===== src/rtl/sw_debouncer.sv =====
// sw_debouncer
//   Conditions the raw board slide switches before they reach LED_Controller,
//   clock_divider and the seg7 digit path. Each bit goes through a 2-flop
//   synchroniser and then a per-bit stability counter. A new level is accepted
//   only after it has differed from the current clean level for STABLE_CYCLES
//   consecutive clk cycles.
//
// Ports
//   clk       in   1      system clock, all state on posedge
//   rst       in   1      synchronous, active-high reset
//   sw_raw    in   WIDTH  asynchronous raw switch levels
//   sw_clean  out  WIDTH  debounced switch levels (registered)
//   sw_rise   out  WIDTH  1-cycle pulse per bit when sw_clean goes 0->1
//   sw_fall   out  WIDTH  1-cycle pulse per bit when sw_clean goes 1->0
//   changed   out  1      1-cycle pulse, OR of all sw_rise/sw_fall bits
//   busy      out  1      registered; 1 while any per-bit counter is nonzero
module sw_debouncer #(
    parameter int unsigned WIDTH         = 8,
    parameter int unsigned STABLE_CYCLES = 1_000_000
) (
    input  logic             clk,
    input  logic             rst,
    input  logic [WIDTH-1:0] sw_raw,
    output logic [WIDTH-1:0] sw_clean,
    output logic [WIDTH-1:0] sw_rise,
    output logic [WIDTH-1:0] sw_fall,
    output logic             changed,
    output logic             busy
);

    localparam int unsigned CNT_W = $clog2(STABLE_CYCLES);
    // Terminal count: the counter never exceeds this, so it cannot wrap.
    localparam logic [CNT_W-1:0] CNT_MAX = CNT_W'(STABLE_CYCLES - 1);

    logic [WIDTH-1:0] s1_q;
    logic [WIDTH-1:0] s2_q;
    logic [CNT_W-1:0] cnt_q [WIDTH];
    logic [CNT_W-1:0] cnt_d [WIDTH];
    logic [WIDTH-1:0] clean_d;
    logic [WIDTH-1:0] rise_d;
    logic [WIDTH-1:0] fall_d;
    logic             changed_d;
    logic             busy_d;

    always_comb begin
        cnt_d   = cnt_q;
        clean_d = sw_clean;
        rise_d  = '0;
        fall_d  = '0;
        busy_d  = 1'b0;
        for (int i = 0; i < int'(WIDTH); i++) begin
            if (s2_q[i] == sw_clean[i]) begin
                // Any agreeing cycle restarts the stability window.
                cnt_d[i] = '0;
            end else if (cnt_q[i] == CNT_MAX) begin
                clean_d[i] = s2_q[i];
                cnt_d[i]   = '0;
                rise_d[i]  = s2_q[i];
                fall_d[i]  = ~s2_q[i];
            end else begin
                cnt_d[i] = cnt_q[i] + CNT_W'(1);
            end
            busy_d = busy_d | (cnt_d[i] != '0);
        end
        changed_d = |(rise_d | fall_d);
    end

    always_ff @(posedge clk) begin
        if (rst) begin
            s1_q     <= '0;
            s2_q     <= '0;
            cnt_q    <= '{default: '0};
            sw_clean <= '0;
            sw_rise  <= '0;
            sw_fall  <= '0;
            changed  <= 1'b0;
            busy     <= 1'b0;
        end else begin
            s1_q     <= sw_raw;
            s2_q     <= s1_q;
            cnt_q    <= cnt_d;
            sw_clean <= clean_d;
            sw_rise  <= rise_d;
            sw_fall  <= fall_d;
            changed  <= changed_d;
            busy     <= busy_d;
        end
    end

endmodule


===== config.mk =====
export PLATFORM = sky130hd
export DESIGN_NAME = sw_debouncer
export DESIGN_NICKNAME = d
export VERILOG_FILES = /design/src/rtl/sw_debouncer.sv
export SDC_FILE = /design/constraint.sdc
export NUM_CORES = 1
export LEC_CHECK = 0
export ABC_AREA = 1
export ABC_CLOCK_PERIOD_IN_PS = 5300
export CORE_MARGIN = 8
export CORE_UTILIZATION = 50
export DETAILED_ROUTE_END_ITERATION = 16
export PLACE_DENSITY = 0.7
export SLEW_MARGIN = 20
export SYNTH_ARGS = -nofsm -noshare
export SYNTH_HDL_FRONTEND = slang
export SYNTH_SLANG_ARGS = --single-unit

===== constraint.sdc =====
create_clock -name clk -period 5.3 [get_ports clk]
set_clock_uncertainty 0.15 [all_clocks]
set_input_delay 1.06 -clock clk [delete_from_list [all_inputs] [get_ports clk]]
set_output_delay 1.06 -clock clk [all_outputs]
set_load 0.02 [all_outputs]

# --- Word-level counts from Yosys, hierarchy flattened ---
# Index checks and enable logic that the tools add are counted.
op_classes:
  add_sub_neg: 8
  mul: 0
  n_div: 0
  n_lt_le_gt_ge: 0
  n_eq_ne: 16
  n_shift: 0
  mux: 48
  n_bitwise: 24
  n_reduce_logical: 17
ops:
  columns: ["cell", "count"]
  rows:
  - ["20-bit 2-to-1 mux", 16]
  - ["20-bit by 1-bit adder with 20-bit output, second input constant", 8]
  - ["20-bit equality test, second input constant", 8]
  - ["20-bit nonzero test", 8]
  - ["1-bit 2-to-1 mux", 32]
  - ["1-bit inverter", 16]
  - ["2-bit AND reduction", 8]
  - ["1-bit equality test", 8]
  - ["8-bit OR", 1]
  - ["8-bit OR reduction", 1]
  - ["1-bit OR", 7]
totals:
  register_bits: 202
  latch_bits: 0
  mem_bits_rw: 0
  rom_bits: 0
  input_bits: 10
  out_inout_bits: 26
  mem_count: 0

# --- Longest topological paths before layout ---
# Gate-level depths: netlist of run 1.
depth:
  word_depth: 11
  ltp_mapped: 16

# --- Least setup slack after synthesis of run 1 ---
# Ideal clock, no wire load.
synth_path:
  kind: "input port to flip-flop"
  startpoint: "input port rst"
  endpoint: "register sw_clean[5]"
  setup_ns: 0.116
  arrival_ns: 1.968
  t_required_ns: 5.034
  slack_ns: 3.066
  stages: 6
  n_path_buf: 2
  path_cell_list: "clkbuf_1 -> inv_1 -> clkbuf_1 -> nand2_1 -> nor2_1 -> a31o_2"
synth_lines:
  columns: ["element", "line_no", "text"]
  rows:
  - ["from (decl)", "22", "input logic rst,"]
  - ["to (signal assigned)", "82", "sw_clean <= clean_d;"]
  - ["to (decl)", "24", "output logic [WIDTH-1:0] sw_clean,"]

# --- Final worst setup path of run 1 ---
layout_path:
  startpoint: "register sw_clean[5]"
  endpoint: "output port sw_clean[5]"
# No word-level cell between the ends.

==> results.json, run 1 <==
{
  "core-area_sq_um": 22500,
  "path_class": "reg -> out",
  "critPathRequiredTime_ns": 4.09,
  "timing.rr.start": "cnt_q[40]",
  "fillers": 2243,
  "clockBufferDepth": 3,
  "clock.fmax_mhz": 351,
  "path_max_fanout": 4,
  "port_buffers": 35,
  "htreeDepth": 1,
  "hold_viol": 0,
  "drtIter0Drc": 860,
  "dp.cells": 2143,
  "cp_num_buf_inv": 1,
  "leakagePower_nw": 5.40,
  "drc": 0,
  "grt_first_pass_wirelength_microns": 48900,
  "crit_chain": "clkdlybuf4s50_1",
  "period_needed_ns": 2.85,
  "worstMarginPinSlew_ns": 0.750,
  "yosysTopAreaCell": "dfxtp_1",
  "wl_per_cell_microns": 13.1,
  "hold_start": "s1_q[7]",
  "rsz0062_at_grt": "false",
  "nets": 1903,
  "grt_max_degree": 95,
  "fp.dieH_microns": 167,
  "layout-drive-gt1-share_pct": 6.83,
  "postSynthCellCount": 1849,
  "clock_sinks": 202,
  "firstDrtPassIters": 5,
  "cp_top_family": "buffers and inverters",
  "antenna_cells": 0,
  "dp_hpwl_microns": 21600,
  "holdBufCountCts": 0,
  "drv_cap": 0,
  "synth_top_area_share_pct": 35.6,
  "async_flop_share_pct": 0,
  "grt_overflow": 0,
  "endpoint_kind": "primary output",
  "finalCritPeriodShare_pct": 53.7,
  "place_area_sq_um": 12000,
  "fin_cells": 2187,
  "area_delta_synth_final_pct": 12.4,
  "vias": 11202,
  "synth.avg_cell_area_sq_um": 6.14,
  "holdCritPathClass": "reg -> reg",
  "yosys.cell_count.top_type": "nand2_1",
  "synth_area_leaders": "dfxtp_1 (36%), nand2_1 (17%), nor2_1 (15%)",
  "irDropWorstVdd_v": 0.000239,
  "globalplace.congestion": 0.923,
  "tns_ns": 0,
  "post_cts_resized": 0,
  "syn-num-nets": 1867,
  "p_per_area_nw_per_um2": 255,
  "grt_antenna_before_repair": 0,
  "maxSlewViolCount": 0,
  "critPathLaunchType": "flip-flop",
  "worst_ep_arrival_time_ns": 1.64,
  "synth-edff-count": 0,
  "ioPinCount": 36,
  "synth-seq-cells": 202,
  "root_buffer": "clkbuf_16",
  "crit_start": "sw_clean[5]",
  "pre_cts_ws_ns": 2.40,
  "initial_core_util_pct": 50.5,
  "cpPeakStageDelay_ns": 0.66,
  "via_per_inst": 5.12,
  "die_x_microns": 167,
  "slowest_stage": "clkdlybuf4s50_1",
  "netlist_area_sq_um": 11400,
  "path_clk_slew_ns": 0.06,
  "drtAntennaViolNets": 0,
  "yosysSeqAreaShare_pct": 35.6,
  "placementRows": 55,
  "finalWirelength_microns": 28700,
  "post-cts-setup-buffer-count": 0,
  "insertion_delay_ns": 0.54,
  "die_area_sq_um": 27800,
  "yosysUniqueCellTypes": 36,
  "yosys-top-cells-count": "nand2_1 (505), nor2_1 (439), dfxtp_1 (202), inv_1 (202), nand3_1 (171)",
  "setup_viol": 0,
  "finalInstanceArea_sq_um": 12800,
  "cts_tree": "done",
  "ys.flop_type": "dfxtp_1",
  "status": "completed",
  "grt_pass1_vias": 10314,
  "numCtsBuffers": 25,
  "hold_slack_ns": 0.250,
  "grt.total_usage_pct": 20.6,
  "yosysWarningCount": 0,
  "fin_ws_ns": 2.45,
  "slew_headroom_pct": 50.0
}
[per-stage QoR]
| stage | total power, mW | util [%] |
|---|---|---|
| after floorplan | 1.62 | - |
| after detailed placement | 1.65 | 53.2 |
| after global placement | 1.65 | 53.2 |
| after global routing | 3.35 | 56.7 |
| final | 3.25 | 56.7 |
| after CTS | 3.29 | 56.7 |
[registers in the layout, indices dropped and copies added (netlist names)]
| name | count |
|---|---|
| sw_rise | 8 |
| sw_fall | 8 |
| changed | 1 |
| s2_q | 8 |
| sw_clean | 8 |
| cnt_q | 160 |
| s1_q | 8 |
| busy | 1 |
[final cells by class]
type                    count  area, sq um  area share (%)
flip-flops and latches    202         4040            31.7
well taps                 285          357            2.79
clock inverters             7         71.3           0.559
clock buffers              37          721            5.65
repair buffers             37          367            2.87
inverters                 219          822            6.44
multi-input cells        1400         6380            50.0
[cells by family (layout without fill, tap and decap cells)]
| logic type | count (synthesis) | in the layout | synth area share [%] |
|---|---|---|---|
| simple gates | 1285 | 1285 | 49.1 |
| compound gates | 88 | 88 | 4.79 |
| flops | 202 | 202 | 35.6 |
| fa+ha+maj | 8 | 8 | 0.881 |
| xor+xnor | 19 | 19 | 1.46 |
| buf+inv | 247 | 300 | 8.22 |
[power by group]
| group | internal [mW] | switching (mW) | leakage, nW |
|---|---|---|---|
| Sequential | 1.53 | 0.00454 | 1.63 |
| Combinational | 0.0206 | 0.0609 | 3.39 |
| Clock | 0.984 | 0.653 | 0.379 |
[metal layers]
| layer | up-vias | part of all wire (%) | GRT usage, % | wire length, microns |
|---|---|---|---|---|
| met5 | - | 0 | 0 | 0 |
| met4 | 0 | 2.7 | 6.35 | 783 |
| met3 | 54 | 4.6 | 2.53 | 1320 |
| met2 | 229 | 45 | 34.3 | 13000 |
| met1 | 5022 | 47 | 27.5 | 13600 |
| li1 | 5897 | - | - | - |
[cells in the final DEF (no fill, tap or decap), drive strengths merged, types with 7 or more instances in the layout]
cell type and instances:
a31o 7, o21ai 38, nand2 516, ha 8, nor3 27, a21oi 16
or2 10, nand3 176, nor2 484, o21bai 21, nand4 58, clkbuf 37
dfxtp 202, inv 216, clkdlybuf4s50 34, xor2 17
[worst paths after layout]
kind / endpoint / depth (start not counted) / slack (ns)
min: s2_q[7] / 2 / 0.25
max: sw_clean[5] / 1 / 2.45
max reg2reg: busy / 14 / 2.67
min reg2reg: s2_q[7] / 2 / 0.25
(Power assumes the default switching activity.)
==> inputs of run 2 (changes only) <==
--- a/config.mk
+++ b/config.mk
@@ -6,11 +6,11 @@
 export NUM_CORES = 1
 export LEC_CHECK = 0
 export ABC_AREA = 1
-export ABC_CLOCK_PERIOD_IN_PS = 5300
+export ABC_CLOCK_PERIOD_IN_PS = 2400
 export CORE_MARGIN = 8
 export CORE_UTILIZATION = 50
 export DETAILED_ROUTE_END_ITERATION = 16
-export PLACE_DENSITY = 0.7
+export PLACE_DENSITY = 0.73
 export SLEW_MARGIN = 20
 export SYNTH_ARGS = -nofsm -noshare
 export SYNTH_HDL_FRONTEND = slang
==> constraint.sdc (replaced) <==
create_clock -name clk -period 2.4 [get_ports clk]
set_clock_uncertainty 0.15 [all_clocks]
set_input_delay 0.48 -clock clk [delete_from_list [all_inputs] [get_ports clk]]
set_output_delay 0.48 -clock clk [all_outputs]
set_load 0.02 [all_outputs]
==> run 2 against run 1 <==
Design area is 5.7% higher. Utilization is 3.2 points higher. Cell count is 1.9% higher. Clock power is 150% higher. Via count is 3.0% higher. Highest routed layer unchanged.
==> results.json, run 2 (synthesis results as in run 1) <==
{
  "leakagePower_nw": 5.72,
  "insertion_delay_ns": 0.52,
  "final_cell_mix": "nand2_1 (491), nor2_1 (422), inv_1 (201)",
  "root_buffer": "clkbuf_16",
  "fp.dieH_microns": 167,
  "htreeDepth": 1,
  "grt_max_degree": 181,
  "holdCritPathClass": "reg -> reg",
  "slew_headroom_pct": 43.3,
  "die_x_microns": 167,
  "critPathLaunchType": "flip-flop",
  "antenna_cells": 0,
  "largest_register_ffs": 160,
  "port_buffers": 35,
  "fillers": 2134,
  "path_class": "reg -> reg",
  "maxSlewViolCount": 0,
  "dp_hpwl_microns": 22300,
  "vias": 11542,
  "tns_ns": 0,
  "irDropWorstVdd_v": 0.000612,
  "period_needed_ns": 2.31,
  "drtIter0Drc": 932,
  "initial_core_util_pct": 50.5,
  "hold_viol": 0,
  "nets": 1944,
  "grt_first_pass_wirelength_microns": 49100,
  "fin_ws_ns": 0.0905,
  "wl_per_cell_microns": 13.4,
  "status": "completed",
  "p_per_area_nw_per_um2": 565,
  "grt_overflow": 0,
  "finalWirelength_microns": 29900,
  "place_area_sq_um": 12200,
  "endpoint_kind": "flip-flop",
  "drtAntennaViolNets": 0,
  "globalplace.congestion": 0.939,
  "grt_pass1_vias": 10419,
  "grt_antenna_before_repair": 0,
  "cts_tree": "done",
  "core-area_sq_um": 22500,
  "die_area_sq_um": 27800,
  "path_max_fanout": 7,
  "ioPinCount": 36,
  "critPathRequiredTime_ns": 2.61,
  "finalCritPeriodShare_pct": 96.2,
  "setup_viol": 0,
  "grt.total_usage_pct": 20.7,
  "drc": 0,
  "firstDrtPassIters": 6,
  "worst_ep_arrival_time_ns": 2.52,
  "via_per_inst": 5.18,
  "drv_cap": 0,
  "path_clk_slew_ns": 0.06,
  "placementRows": 55,
  "p_total_mw": 7.62,
  "clockBufferDepth": 3,
  "pre_cts_ws_ns": -0.141,
  "area_delta_synth_final_pct": 18.8,
  "top_register": "cnt_q",
  "final_common_cell": "nand2_1",
  "clock_sinks": 202,
  "layout-drive-gt1-share_pct": 12.6,
  "finalInstanceArea_sq_um": 13500,
  "holdBufCountCts": 0,
  "worstMarginPinSlew_ns": 0.851,
  "clock.fmax_mhz": 433,
  "numCtsBuffers": 24
}
[run 2: report_power, final]
group          leakage [nW]  switching [mW]  internal (mW)
registers              1.64          0.0114           3.37
logic                  3.66           0.142         0.0597
clock network         0.423            1.45           2.59
[run 2: critical path, cell delays in order (launching register included)]
cell	delay (ns)
dfxtp_4	0.37
ha_2	0.20
nand2_2	0.09
nor2_4	0.23
nand3_2	0.13
o21ai_1	0.15
nand2_1	0.07
nand2_1	0.07
nand2_1	0.07
nor2_2	0.12
nand2_1	0.08
nor2_2	0.16
nand2_1	0.11
nor2_1	0.10
a21oi_1	0.06
[run 2: layout make-up]
| type | count | area, sq um | area share [%] |
|---|---|---|---|
| Clock inverter | 10 | 189 | 1.40 |
| Sequential cell | 202 | 4080 | 30.2 |
| Clock buffer | 33 | 706 | 5.23 |
| Multi-Input combinational cell | 1400 | 6650 | 49.3 |
| Tap cell | 285 | 357 | 2.64 |
| Timing Repair Buffer | 79 | 694 | 5.15 |
| Inverter | 219 | 822 | 6.09 |
[run 2: metrics by stage]
stage          util, %  std cells  hold WS (ns)
2_1_floorplan        -       1849         0.238
3_3_place_gp      54.2       2170         0.240
3_5_place_dp      54.2       2170         0.247
4_1_cts           58.4       2216         0.257
5_1_grt           60.0       2228         0.270
6_report          60.0       2228         0.253
[run 2: worst paths after layout]
path,from,endpoint,slack [ns],depth (start not counted)
setup reg to reg,cnt_q[120],busy,0.09,14
setup / recovery,cnt_q[120],busy,0.09,14
hold reg to reg,s1_q[6],s2_q[6],0.25,2
hold / removal,s1_q[6],s2_q[6],0.25,2
[run 2: repair_timing]
action | in CTS | in global routing
setup endpoints to repair | 1 | 1
gates resized for setup | 9 | 82
pin swaps | 2 | 21
setup buffers | 3 | 12
[run 2: metal layers]
layer | part of all wire (%) | vias to the layer above | track usage, %
li1 | - | 5998 | -
met1 | 46 | 5174 | 27.3
met2 | 46 | 302 | 34.2
met3 | 5.7 | 68 | 2.84
met4 | 2.8 | 0 | 6.97
met5 | 0 | - | 0
==> inputs of run 3 (changes only) <==
--- a/config.mk
+++ b/config.mk
@@ -10,7 +10,7 @@
 export CORE_MARGIN = 8
 export CORE_UTILIZATION = 50
 export DETAILED_ROUTE_END_ITERATION = 16
-export PLACE_DENSITY = 0.73
+export PLACE_DENSITY = 0.7
 export SLEW_MARGIN = 20
 export SYNTH_ARGS = -nofsm -noshare
 export SYNTH_HDL_FRONTEND = slang
==> run 3 against run 2 <==
Worst setup slack gained 0.053 ns. Combinational power is essentially flat. Clock power about the same. Critical path depth unchanged. Cell count rose by 0.27%. Global-route usage is 0.50 points higher. Worst hold slack got worse by 0.17 ns. Utilization is 0.23 points lower. Critical path type unchanged.
==> results.json, run 3 (synthesis results as in run 1) <==
{
  "finalWirelength_microns": 30300,
  "grt.total_usage_pct": 21.2,
  "p_per_area_nw_per_um2": 569,
  "cp_num_buf_inv": 0,
  "drc": 0,
  "place_area_sq_um": 12200,
  "clockBufferDepth": 3,
  "dp_hpwl_microns": 22800,
  "p_total_mw": 7.65,
  "maxSlewViolCount": 0,
  "core-area_sq_um": 22500,
  "critPathLaunchType": "flip-flop",
  "insertion_delay_ns": 0.52,
  "vias": 11494,
  "largest_register_ffs": 160,
  "finalCritPeriodShare_pct": 94.0,
  "via_per_inst": 5.15,
  "path_class": "reg -> reg",
  "worst_ep_arrival_time_ns": 2.48,
  "endpoint_kind": "flip-flop",
  "cp_top_family": "simple AND/OR/NAND/NOR gates",
  "worstMarginPinSlew_ns": 0.571,
  "hold_viol": 0,
  "holdCritPathClass": "in -> reg",
  "status": "completed",
  "grt_first_pass_wirelength_microns": 50100,
  "leakagePower_nw": 5.72,
  "period_needed_ns": 2.26,
  "die_area_sq_um": 27800,
  "grt_antenna_before_repair": 1,
  "grt_max_degree": 121,
  "critPathRequiredTime_ns": 2.63,
  "numCtsBuffers": 24,
  "root_buffer": "clkbuf_16",
  "drv_cap": 0,
  "firstDrtPassIters": 5,
  "top_register": "cnt_q",
  "irDropWorstVdd_v": 0.000557,
  "globalplace.congestion": 0.938,
  "path_max_fanout": 9,
  "slowest_stage": "dfxtp_1",
  "nets": 1949,
  "drtAntennaViolNets": 0,
  "ioPinCount": 36,
  "drtIter0Drc": 943,
  "final_cell_mix": "nand2_1 (491), nor2_1 (429), inv_1 (202)",
  "grt_pass1_vias": 10505,
  "clock_sinks": 202,
  "fillers": 2180,
  "finalInstanceArea_sq_um": 13400,
  "final_common_cell": "nand2_1",
  "grt_overflow": 0,
  "die_x_microns": 167,
  "clock.fmax_mhz": 443,
  "initial_core_util_pct": 50.5,
  "setup_viol": 0,
  "placementRows": 55,
  "area_delta_synth_final_pct": 18.3,
  "crit_chain": "ha_1 > nand2_2 > nor2_4 > nand3_1 > nor2_2 > nor2_4 > nand3_1 > nand2_1 > nor2_1 > nand2_1 > nor2_1 > nand2_1 > nor2_1 > a21oi_1",
  "wl_per_cell_microns": 13.6,
  "fp.dieH_microns": 167,
  "cpPeakStageDelay_ns": 0.35,
  "slew_headroom_pct": 61.9,
  "port_buffers": 35,
  "path_clk_slew_ns": 0.06,
  "layout-drive-gt1-share_pct": 12.0,
  "antenna_cells": 0,
  "htreeDepth": 1,
  "cts_tree": "done"
}
==> run 3: worst paths after layout <==
check                           depth (start not counted)      start    endpoint  slack [ns]
worst max-delay path                                   14  cnt_q[81]        busy        0.14
worst min-delay path                                    2        rst  cnt_q[110]        0.08
worst max register to register                         14  cnt_q[81]        busy        0.14
worst min register to register                          2    s1_q[6]     s2_q[6]        0.25
==> run 3: layout make-up <==
class                           count  area (sq um)  area share, %
Clock inverter                     10           175           1.30
Inverter                          219           822           6.12
Timing Repair Buffer               84           732           5.45
Multi-Input combinational cell   1400          6580           48.9
Clock buffer                       34           719           5.35
Sequential cell                   202          4060           30.2
Tap cell                          285           357           2.65
==> run 3: what timing repair did <==
item / 4_1_cts / 5_1_grt
pin swaps: 0 / 16
setup buffers: 0 / 13
gates resized for setup: 2 / 62
gates cloned: 0 / 0
hold buffers: 0 / 0
endpoints found under the setup margin: 1 / 1
==> run 3: where the power goes <==
group          leakage [nW]  internal [mW]  switching [mW]
registers              1.64           3.37          0.0112
logic                  3.64         0.0577           0.141
clock network         0.445           2.61            1.45
==> run 3: worst reg2reg max path, delay by kind of cell (launching register included) <==
kind	cells	cell delay, ns
AOI/OAI and AO/OA	1	0.07
adders and majority gates	1	0.19
DFF	1	0.35
and+or+nand+nor	12	1.35
==> run 3: stage by stage <==
step                instances  hold WS (ns)  TNS (ns)  setup slack (ns)  util, %
floorplan                1849         0.238         0             0.438        -
global placement         2177         0.242   -0.0196           -0.0196     54.4
detailed placement       2177         0.244   -0.0479           -0.0479     54.4
CTS                      2221        0.0654         0            0.0218     58.4
global route             2234        0.0780   -0.0193           -0.0193     59.7
finish                   2234        0.0814         0             0.144     59.7
==> run 3: routing by layer <==
metal | global-route usage, % | vias to the layer above | wire [microns]
li1 | - | 6005 | -
met2 | 34.3 | 227 | 13400
met4 | 5.60 | 2 | 636
met1 | 28.8 | 5214 | 14700
met3 | 3.48 | 46 | 1590
met5 | 0 | - | 13
